### src/rtl/hms_cntdw_ctrl.sv
// hms_cntdw_ctrl: HH:MM:SS countdown timer controller with set mode, pause, done pulse and timed alarm
module hms_cntdw_ctrl #(
   parameter int SEC_MAX   = 59,
   parameter int MIN_MAX   = 59,
   parameter int HOUR_MAX  = 23,
   parameter int ALARM_LEN = 10
) (
   input  logic       clk,
   input  logic       rst_n,
   input  logic       i_tick,
   input  logic       i_sw_start,
   input  logic       i_sw_reset,
   input  logic       i_sw_set,
   input  logic       i_sw_inc,
   input  logic       i_alarm_en,
   output logic [5:0] o_sec,
   output logic [5:0] o_min,
   output logic [4:0] o_hour,
   output logic [1:0] o_state,
   output logic [1:0] o_set_sel,
   output logic       o_done,
   output logic       o_alarm
);
   localparam int ACW = $clog2(ALARM_LEN + 1);
   typedef enum logic [1:0] {S_IDLE = 2'd0, S_SET = 2'd1, S_RUN = 2'd2, S_PAUSE = 2'd3} state_t;
   state_t         r_state, w_state;
   logic [5:0]     r_sec, w_sec, r_min, w_min;
   logic [4:0]     r_hour, w_hour;
   logic [1:0]     r_sel, w_sel;
   logic           r_done, w_done, r_alarm, w_alarm;
   logic [ACW-1:0] r_acnt, w_acnt;
   logic           w_clr, w_last, w_nz;
   // next-state, count and alarm logic; a switch pulse that silences the alarm does nothing else
   always_comb begin
      w_state = r_state;
      w_sec   = r_sec;
      w_min   = r_min;
      w_hour  = r_hour;
      w_sel   = r_sel;
      w_done  = 1'b0;
      w_alarm = r_alarm;
      w_acnt  = r_acnt;
      w_clr   = r_alarm & (~i_alarm_en | i_sw_start | i_sw_set | i_sw_reset);
      w_nz    = (r_sec != '0) || (r_min != '0) || (r_hour != '0);
      w_last  = (r_sec == 6'd1) && (r_min == '0) && (r_hour == '0);
      if (i_sw_reset) begin
         w_state = S_IDLE;
         w_sec   = '0;
         w_min   = '0;
         w_hour  = '0;
         w_sel   = '0;
         w_alarm = 1'b0;
         w_acnt  = '0;
      end else if (w_clr) begin
         w_alarm = 1'b0;
      end else begin
         if (r_alarm && i_tick) begin
            w_acnt  = r_acnt + 1'b1;
            w_alarm = (w_acnt != ACW'(ALARM_LEN));
         end
         case (r_state)
            S_IDLE: begin
               if (i_sw_start)
                  w_state = w_nz ? S_RUN : S_IDLE;
               else if (i_sw_set) begin
                  w_state = S_SET;
                  w_sel   = 2'd1;
               end
            end
            S_SET: begin
               if (i_sw_set) begin
                  w_sel   = (r_sel == 2'd3) ? 2'd0 : r_sel + 2'd1;
                  w_state = (r_sel == 2'd3) ? S_IDLE : S_SET;
               end else if (i_sw_inc) begin
                  if (r_sel == 2'd1) w_sec  = (r_sec  == 6'(SEC_MAX))  ? '0 : r_sec  + 1'b1;
                  if (r_sel == 2'd2) w_min  = (r_min  == 6'(MIN_MAX))  ? '0 : r_min  + 1'b1;
                  if (r_sel == 2'd3) w_hour = (r_hour == 5'(HOUR_MAX)) ? '0 : r_hour + 1'b1;
               end
            end
            S_RUN: begin
               if (i_sw_start)
                  w_state = S_PAUSE;
               else if (i_tick) begin
                  if (r_sec != '0)
                     w_sec = r_sec - 1'b1;
                  else if (r_min != '0) begin
                     w_sec = 6'(SEC_MAX);
                     w_min = r_min - 1'b1;
                  end else if (r_hour != '0) begin
                     w_sec  = 6'(SEC_MAX);
                     w_min  = 6'(MIN_MAX);
                     w_hour = r_hour - 1'b1;
                  end
                  if (w_last) begin
                     w_state = S_IDLE;
                     w_done  = 1'b1;
                     w_alarm = i_alarm_en;
                     w_acnt  = '0;
                  end
               end
            end
            default: begin
               if (i_sw_start) w_state = S_RUN;
            end
         endcase
      end
   end
   // state and output registers
   always_ff @(posedge clk or negedge rst_n) begin
      if (!rst_n) begin
         r_state <= S_IDLE;
         r_sec   <= '0;
         r_min   <= '0;
         r_hour  <= '0;
         r_sel   <= '0;
         r_done  <= 1'b0;
         r_alarm <= 1'b0;
         r_acnt  <= '0;
      end else begin
         r_state <= w_state;
         r_sec   <= w_sec;
         r_min   <= w_min;
         r_hour  <= w_hour;
         r_sel   <= w_sel;
         r_done  <= w_done;
         r_alarm <= w_alarm;
         r_acnt  <= w_acnt;
      end
   end
   assign o_sec     = r_sec;
   assign o_min     = r_min;
   assign o_hour    = r_hour;
   assign o_state   = r_state;
   assign o_set_sel = r_sel;
   assign o_done    = r_done;
   assign o_alarm   = r_alarm;
endmodule
### config.mk
export PLATFORM = sky130hd
export DESIGN_NAME = hms_cntdw_ctrl
export DESIGN_NICKNAME = d
export VERILOG_FILES = /design/src/rtl/hms_cntdw_ctrl.sv
export SDC_FILE = /design/constraint.sdc
export NUM_CORES = 1
export LEC_CHECK = 0
export ABC_AREA = 1
export CAP_MARGIN = 20
export CORE_ASPECT_RATIO = 2
export CORE_MARGIN = 2
export CORE_UTILIZATION = 61
export CTS_BUF_LIST = sky130_fd_sc_hd__clkbuf_4 sky130_fd_sc_hd__clkbuf_8 sky130_fd_sc_hd__clkbuf_16
export DETAILED_ROUTE_END_ITERATION = 10
export DONT_BUFFER_PORTS = 1
export GPL_ROUTABILITY_DRIVEN = 1
export PLACE_DENSITY = 0.82
export RECOVER_POWER = 100
export REMOVE_ABC_BUFFERS = 1
export SYNTH_ARGS = -nofsm -noshare
export SYNTH_HDL_FRONTEND = slang
export SYNTH_SLANG_ARGS = --single-unit
### constraint.sdc
create_clock -name clk -period 3.13 [get_ports clk]
set_input_delay 0.626 -clock clk [delete_from_list [all_inputs] [get_ports clk]]
set_output_delay 0.626 -clock clk [all_outputs]
set_load 0.02 [all_outputs]
==> Yosys cells after proc, flatten, opt, wreduce, memory -nomap -nowiden <==
Cells that the tools add are included.
{ "classes": {"n_addsub": 8, "eq_ne": 29, "mux": 73, "bitwise": 5, "reduce_logical": 19} }
{ "ops": {"columns": ["operator", "n"], "rows": [
  ["$mux 6", 21],
  ["$mux 5", 11],
  ["$ne 3x3->1 const B", 13],
  ["$mux 2", 15],
  ["$mux 4", 7],
  ["$pmux 6 s2", 2],
  ["$ne 4x4->1 const B", 5],
  ["$mux 1", 14],
  ["$add 6x1->6 const B", 2],
  ["$eq 6x6->1 const B", 2],
  ["$reduce_bool 6->1", 2],
  ["$sub 6x1->6 const B", 2],
  ["$pmux 5 s2", 1],
  ["$reduce_and 10->1", 1],
  ["$reduce_bool 5->1", 2],
  ["$reduce_and 9->1", 1],
  ["$reduce_and 8->1", 1],
  ["$eq 2x2->1 const B", 3],
  ["$eq 6x1->1 const B", 1],
  ["$logic_not 6->1", 1],
  ["$pmux 2 s3", 1],
  ["$reduce_and 6->1", 1],
  ["$reduce_bool 3->1", 2],
  ["$add 5x1->5 const B", 1],
  ["other kinds (16)", 22]
]} }
{ "word_totals": {"ff_bits": 27, "wordCells": 142} }

==> Depth between registers and ports, before layout <==
Gate-level depths: netlist (run 1).
{ "depth": {"depth_word": 9, "depth_mapped": 11, "depth_no_buf": 11} }

==> Least setup slack after synthesis (run 1) <==
No wires, ideal clock.
{ "synth_timing": {"path_type": "register to register", "startpoint": "register r_state[0] (netlist: o_state[0])", "endpoint": "register r_hour[3] (netlist: o_hour[3])", "t_arrival_ps": 1624, "required_time_ps": 3012, "path_slack_ps": 1388, "path_stages_with_launch": 12, "synth_period_minus_slack_ps": 1742, "cell_sequence": "dfrtp_1 > inv_1 > ha_1 > buf_4 > nand2_1 > a21oi_1 > nor2_1 > nand3_1 > nor2_1 > nand3_1 > nand2_1 > nand2_1"} }
{ "synth_via": {"elab_chain_cells": 4} }
{ "synth_lines": {"columns": ["item", "line", "source"], "rows": [
  ["start: declaration", "26", "state_t r_state, w_state;"],
  ["start signal: assignment", "120", "r_state <= w_state;"],
  ["$eq 2x2->1 or $eq 2x1->1 (tied branches)", "61", "case (r_state)"],
  ["$pmux 5 s2", "61", null],
  ["$mux 5", "54", "end else if (w_clr) begin"],
  ["$mux 5", "46", "if (i_sw_reset) begin"],
  ["end signal: assignment", "123", "r_hour <= w_hour;"],
  ["end: declaration", "28", "logic [4:0] r_hour, w_hour;"]
]} }
Several ways; a longest one is shown, not always the timed one. The select of a mux whose other input is x is not followed.
A chain may end at the register's enable or synchronous reset.

==> Worst setup path after layout (run 1) <==
{ "layout_timing": {"startpoint": "register r_state[0] (netlist: o_state[0])", "endpoint": "register r_sec[0] (netlist: o_sec[0])"} }
{ "layout_via": {"elab_chain_cells": 4} }
{ "layout_lines": {"columns": ["item", "line", "source"], "rows": [
  ["$eq 2x2->1 or $eq 2x1->1 (tied branches)", "61", null],
  ["$pmux 6 s2", "61", null],
  ["$mux 6", "54", null],
  ["$mux 6", "46", null],
  ["end signal: assignment", "121", "r_sec <= w_sec;"],
  ["end: declaration", "27", "logic [5:0] r_sec, w_sec, r_min, w_min;"]
]} }
Several ways; a longest one is shown, not always the timed one. The select of a mux whose other input is x is not followed.

==> flow_summary.yaml, run 1 <==
status:
  run_status: "complete, no violations"
layout:
  layout_commonest_cell: "sky130_fd_sc_hd__nand2_1"
  layout.cell_area.non_filler_mm2: 0.00251
  final_net_count: 398
  diodes: 0
  post_route_cells_drive_above_1_share_pct: 5.66
  multi_input_comb_area_mm2: 0.00154
  final-seq-area_um2: 676
  commonest_cells_after_routing_fill_and_taps_aside: "sky130_fd_sc_hd__nand2_1, sky130_fd_sc_hd__inv_1, sky130_fd_sc_hd__nand3_1"
  areaGrowthSynthToFinish_pct: -0.496
  num-fill-cells: 422
sta:
  rsz0062_at_grt: "false"
  max_slew.worst_pin.slew_ns: 0.571
  final_number_of_max_transition_violations: 0
  tns_ns: 0
  timing.clock.skew_ns: 0.00414
  period_minus_slack_ns: 2.40
  final_hold_viol_count: 0
  setup_viol_count_final: 0
  post-route-period-util_pct: 76.6
  fmax_mhz: 417
  timing.max_slew.rel_slack_pct: 61.9
critical_path:
  worstPathArrival_ns: 2.62
  ws_path_type: "flop to flop"
  path_max_fanout: 12
  worstReg2RegStart: "o_state[0]$_DFFE_PN0P_"
  r2r_cells: 11
  worst_reg2reg_path_endpoint: "o_sec[0]$_DFFE_PN0P_"
  regToRegSetupSlack_ns: 0.73
  timing.critical_path.required_ns: 3.35
  setup.worst_path.start_class: "flop"
  worst_setup_path_end_kind: "flop"
logic_synthesis:
  synth_seq_area_share_pct: 26.8
  synthDistinctLibCells: 32
  ys_warn_count: 0
  synthTopCellsByArea: "sky130_fd_sc_hd__dfrtp_1, sky130_fd_sc_hd__nand2_1, sky130_fd_sc_hd__ha_1"
  syn_avg_cell_area_um2: 6.71
  synthesis.area_mm2: 0.00252
  post-synth-top-area-cell: "sky130_fd_sc_hd__dfrtp_1"
  netlist_instances: 376
  synth_top_cell_area_share_pct: 26.8
  ys_ff_latch: 27
drt:
  drtPass1Iterations: 5
  drtAntennaViolNets: 0
  detail_route.iter0.violations: 58
  drt-wirelength-per-cell_um: 14.1
  drc: 0
  vias_per_cell: 5.69
  totalWireLength_um: 5970
  via_count: 2408
die:
  die-area_mm2: 0.00469
  fp.dieW_um: 49.5
  initial_core_utilization_pct: 62.3
  io_pins: 31
  die_y_um: 94.9
  core_mm2: 0.00405
  row_count: 33
cts:
  max-clock-path-buffers: 2
  cts-resized-gates: 0
  cts_made_buffers: 3
  cts_tree: "built"
  ctsHoldBuffers: 0
  numClockSinks: 27
  cts-htree-levels: 1
  clkLatencyLatePin_ns: 0.27
  postCtsSetupRepairBufs: 0
  clkSlewWorstSetupHoldPaths_ns: 0.09
  clk_root_buffer_cell: "sky130_fd_sc_hd__clkbuf_8"
placement:
  global_placer_s_final_weighted_congestion: 0.967
  numPortBuffers: 0
  detailed_place.area_mm2: 0.00252
  place_hpwl_um: 4630
pwr:
  switching_power_mw: 1.04
  internal_power_mw: 0.891
  seq_power_share_pct: 37.2
  ir_worst_vdd_mv: 0.514
  logic_gate_share_of_total_power_pct: 51.9
  clock_network_fraction_of_design_power_pct: 10.9
  powerDensity_mw_per_mm2: 768
  switching_share_pct: 53.7
  lkg_pwr_nw: 1.35
global_route:
  grt.total_usage_pct: 27.1
  first_pass_grt_wire_length_um: 10100
  initial_antenna_violation_count: 0
  globalRouteOverflowTotal: 0
  grt_max_degree: 28
  number_of_global_route_vias_before_repair: 2413
job:
  cap_violations: 0
worst_hold_path:
  holdCritPathClass: "primary input to async pin"
[routing by layer]
metal,wire [um],track usage [%],up-vias
li1,-,-,1212
met1,2180,27.7,1115
met2,3400,53.5,66
met3,207,2.37,15
met4,178,13.0,0
met5,0,0,-
[worst max-delay path, stage by stage (launching register included)]
cell                      delay [ns]
sky130_fd_sc_hd__dfrtp_1        0.53
sky130_fd_sc_hd__inv_1          0.12
sky130_fd_sc_hd__ha_1           0.23
sky130_fd_sc_hd__inv_1          0.30
sky130_fd_sc_hd__nor2_1         0.12
sky130_fd_sc_hd__o21ai_0        0.09
sky130_fd_sc_hd__nand2_1        0.07
sky130_fd_sc_hd__nor2_1         0.23
sky130_fd_sc_hd__nand3_2        0.09
sky130_fd_sc_hd__nor2_1         0.31
sky130_fd_sc_hd__nand3_1        0.17
sky130_fd_sc_hd__nand2_1        0.09
[area by class of cell]
class	instances	share of cell area, %
multi-input combinational	292	61.2
clock buffer	4	1.95
sequential	27	26.9
tap	52	2.59
timing repair buffer	1	0.299
inverter	47	7.03
[cells in the mapped netlist, drive strengths merged]
master and count:
a21oi 10, a31oi 2, buf 9, clkbuf 1, dfrtp 27, ha 18, inv 47, nand2 105
nand3 48, nand3b 2, nand4 11, nor2 40, nor3 4, o2111ai 1, o211ai 2, o21a 1
o21ai 33, o21bai 1, or2 5, xnor2 1, xor2 8
[per-stage QoR]
stage	total power, mW	setup WS, ns	utilization [%]	cells	hold slack (ns)
after floorplan	1.51	1.08	-	366	0.330
after global placement	1.74	1.07	62.2	419	0.331
after detailed placement	1.77	0.980	62.2	419	0.331
after CTS	1.98	0.960	63.4	423	0.0302
after global routing	2.10	0.527	62.0	423	0.0208
final	1.93	0.733	62.0	423	0.0329
[worst max path at each step]
stage                                      start  cells past startpoint                    end  slack (ns)
after global placement    o_state[0]$_DFFE_PN0P_                     11  o_hour[3]$_DFFE_PN0P_        1.07
final                     o_state[0]$_DFFE_PN0P_                     11   o_sec[0]$_DFFE_PN0P_        0.73
after floorplan           o_state[0]$_DFFE_PN0P_                     10   o_sec[4]$_DFFE_PN0P_        1.08
after CTS                 o_state[0]$_DFFE_PN0P_                     11  o_hour[2]$_DFFE_PN0P_        0.96
after detailed placement  o_state[0]$_DFFE_PN0P_                     11  o_hour[2]$_DFFE_PN0P_        0.98
after global routing      o_state[0]$_DFFE_PN0P_                     11   o_sec[0]$_DFFE_PN0P_        0.53
[cells by family (layout without fill, tap and decap cells)]
family,after synthesis,in the layout,share of synthesized area (%)
adders and majority gates,18,18,8.93
and+or+nand+nor,215,215,40.5
AOI/OAI and AO/OA,50,50,10.6
xor gates and xnor gates,9,9,3.13
buffers and inverters,57,52,10.1
DFF,27,27,26.8
[sequential cells by signal, summed over array words and instances (netlist names)]
register	cells
o_hour	5
o_set_sel	2
r_acnt	4
o_state	2
o_sec	6
o_min	6
o_alarm	1
o_done	1
[power groups by stage]
stage / sequential (mW) / clock, mW / combinational (mW)
3_3_place_gp: 0.726 / 0 / 1.01
5_1_grt: 0.740 / 0.226 / 1.14
3_5_place_dp: 0.725 / 0 / 1.04
2_1_floorplan: 0.679 / 0 / 0.836
6_report: 0.718 / 0.210 / 0.999
4_1_cts: 0.718 / 0.213 / 1.05
Note: power is estimated with default switching activity, not from simulation.
==> inputs of run 2 (changes only) <==
--- a/config.mk
+++ b/config.mk
@@ -9,12 +9,12 @@
 export CAP_MARGIN = 20
 export CORE_ASPECT_RATIO = 2
 export CORE_MARGIN = 2
-export CORE_UTILIZATION = 61
+export CORE_UTILIZATION = 58
 export CTS_BUF_LIST = sky130_fd_sc_hd__clkbuf_4 sky130_fd_sc_hd__clkbuf_8 sky130_fd_sc_hd__clkbuf_16
 export DETAILED_ROUTE_END_ITERATION = 10
 export DONT_BUFFER_PORTS = 1
 export GPL_ROUTABILITY_DRIVEN = 1
-export PLACE_DENSITY = 0.82
+export PLACE_DENSITY = 0.81
 export RECOVER_POWER = 100
 export REMOVE_ABC_BUFFERS = 1
 export SYNTH_ARGS = -nofsm -noshare
==> constraint.sdc (replaced) <==
create_clock -name clk -period 2.2 [get_ports clk]
set_input_delay 0.44 -clock clk [delete_from_list [all_inputs] [get_ports clk]]
set_output_delay 0.44 -clock clk [all_outputs]
set_load 0.02 [all_outputs]
==> run 2 against run 1 <==
Net effect:
- non-clock buffer count up 16
- global-route usage down 0.77 points
- via count up 2.9%
- clock-buffer cell count unchanged
- flip-flop and latch count unchanged
- clock skew down 0.00099 ns
- hold slack better by 0.25 ns
==> flow_summary.yaml, run 2 (synthesized netlist as in run 1, its figures left out) <==
global_route:
  globalRouteMet1Util_pct: 29.2
  first_pass_grt_wire_length_um: 10300
  met2_usage_pct: 48.8
  grt_max_degree: 28
  grt.total_usage_pct: 26.3
  globalRouteOverflowTotal: 0
  initial_antenna_violation_count: 0
  grt_busiest_layer: "met2"
  gr-usage-met3_pct: 3.23
  number_of_global_route_vias_before_repair: 2445
cts:
  cts-htree-levels: 1
  clkSlewWorstSetupHoldPaths_ns: 0.09
  clk_root_buffer_cell: "sky130_fd_sc_hd__clkbuf_8"
  numClockSinks: 27
  max-clock-path-buffers: 2
  cts_made_buffers: 3
  cts_tree: "built"
  clkLatencyLatePin_ns: 0.27
pwr:
  internal_power_mw: 1.35
  logic_gate_share_of_total_power_pct: 61.0
  ir_worst_vdd_mv: 0.586
  clock_network_fraction_of_design_power_pct: 10.4
  powerDensity_mw_per_mm2: 1100
  lkg_pwr_nw: 1.40
  switching_share_pct: 53.3
  switching_power_mw: 1.54
  seq_power_share_pct: 28.6
layout:
  num-fill-cells: 389
  final_net_count: 414
  diodes: 0
  layout_commonest_cell: "sky130_fd_sc_hd__nand2_1"
  commonest_cells_after_routing_fill_and_taps_aside: "sky130_fd_sc_hd__nand2_1, sky130_fd_sc_hd__inv_1, sky130_fd_sc_hd__nand3_1"
  post_route_cells_drive_above_1_share_pct: 7.75
  areaGrowthSynthToFinish_pct: 4.32
die:
  die-area_mm2: 0.00492
  core_mm2: 0.00425
  io_pins: 31
  fp.dieW_um: 50.6
  die_y_um: 97.2
  initial_core_utilization_pct: 59.3
  row_count: 34
critical_path:
  worst_setup_path_end_kind: "flop"
  timing.critical_path.required_ns: 2.40
  timing.critical_path.max_delay_family: "simple AND/OR/NAND/NOR gates"
  worstPathArrival_ns: 2.21
  path_max_fanout: 7
  worst-path-buf-inv: 2
  crit_path_max_incr_delay_ns: 0.47
  crit_path_top_delay_cell: "sky130_fd_sc_hd__clkbuf_1"
  critical_path.cell_chain: "clkbuf_1, ha_1, nand3_1, inv_1, nand3_1, nor3_1, nand2_1, o21ai_0"
  regToRegSetupSlack_ns: 0.19
  cp_common_cell: "sky130_fd_sc_hd__nand3_1"
  ws_path_type: "flop to flop"
  setup.worst_path.start_class: "flop"
sta:
  period_minus_slack_ns: 2.01
  timing.clock.skew_ns: 0.00315
  timing.max_slew.rel_slack_pct: 16.5
  post-route-period-util_pct: 91.3
  setup_viol_count_final: 0
  rsz0062_at_grt: "false"
  max_slew.worst_pin.slew_ns: 1.25
  final_hold_viol_count: 0
  tns_ns: 0
  final_number_of_max_transition_violations: 0
  postLayoutSetupSlackWorst_ns: 0.191
  fmax_mhz: 498
drt:
  drtAntennaViolNets: 0
  drc: 0
  drt-wirelength-per-cell_um: 14.1
  drtPass1Iterations: 5
  via_count: 2478
  totalWireLength_um: 6210
  detail_route.iter0.violations: 103
  vias_per_cell: 5.62
status:
  run_status: "complete, no violations"
placement:
  place_hpwl_um: 4830
  numPortBuffers: 0
  post_placement_setup_slack_ns: 0.326
  global_placer_s_final_weighted_congestion: 0.877
worst_hold_path:
  holdCritPathClass: "primary input to flop"
job:
  cap_violations: 0
[run 2: path summary, 6_finish.rpt]
path | startpoint | endpoint | cells after the start
max in group asynchronous | rst_n | o_min[3]$_DFFE_PN0P_ | 2
hold reg to reg | r_acnt[3]$_DFFE_PN0P_ | r_acnt[3]$_DFFE_PN0P_ | 2
min in group asynchronous | rst_n | o_sec[5]$_DFFE_PN0P_ | 2
setup reg to reg | o_sec[0]$_DFFE_PN0P_ | o_alarm$_DFF_PN0_ | 8
setup / recovery | o_sec[0]$_DFFE_PN0P_ | o_alarm$_DFF_PN0_ | 8
hold / removal | i_sw_reset | o_done$_DFF_PN0_ | 1
[run 2: through the flow]
step / hold WS [ns] / total power [mW] / utilization [%] / area (um^2) / cells
floorplan: 0.144 / 2.16 / - / 2440 / 366
global placement: 0.145 / 2.58 / 61.7 / 2620 / 435
detailed placement: 0.145 / 2.64 / 61.7 / 2620 / 435
CTS: 0.229 / 2.97 / 63.5 / 2700 / 441
global route: 0.258 / 3.14 / 61.8 / 2630 / 441
finish: 0.280 / 2.89 / 61.8 / 2630 / 441
[run 2: area by class of cell]
cell class	instances	area (um^2)	area share, %
multi-input cells	292	1560	59.5
flip-flops and latches	27	676	25.7
inverters	47	176	6.71
repair buffers	17	97.6	3.71
well taps	54	67.6	2.57
clock buffers	4	48.8	1.86
[run 2: worst register-to-register path, cell delays in order, from the launching register on]
cell,delay (ns)
sky130_fd_sc_hd__dfrtp_1,0.36
sky130_fd_sc_hd__clkbuf_1,0.47
sky130_fd_sc_hd__ha_1,0.25
sky130_fd_sc_hd__nand3_1,0.08
sky130_fd_sc_hd__inv_1,0.10
sky130_fd_sc_hd__nand3_1,0.17
sky130_fd_sc_hd__nor3_1,0.34
sky130_fd_sc_hd__nand2_1,0.08
sky130_fd_sc_hd__o21ai_0,0.09
[run 2: timing repair]
action,CTS,global route
setup buffers,0,0
resized for setup,0,0
endpoints found under the hold margin,27,0
hold buffers,2,0
[run 2: power groups by stage]
stage	sequential [mW]	combinational, mW	clock (mW)
after detailed placement	0.837	1.80	0
after CTS	0.826	1.84	0.312
after global routing	0.844	1.96	0.333
after global placement	0.834	1.75	0
final	0.825	1.76	0.301
after floorplan	0.966	1.19	0
[run 2: routing by layer]
metal / vias to the layer above / wire (um) / part of all wire [%]
li1: 1240 / - / -
met1: 1125 / 2410 / 39
met2: 102 / 3370 / 54
met3: 11 / 309 / 5.0
met4: 0 / 118 / 1.9
met5: - / 0 / 0
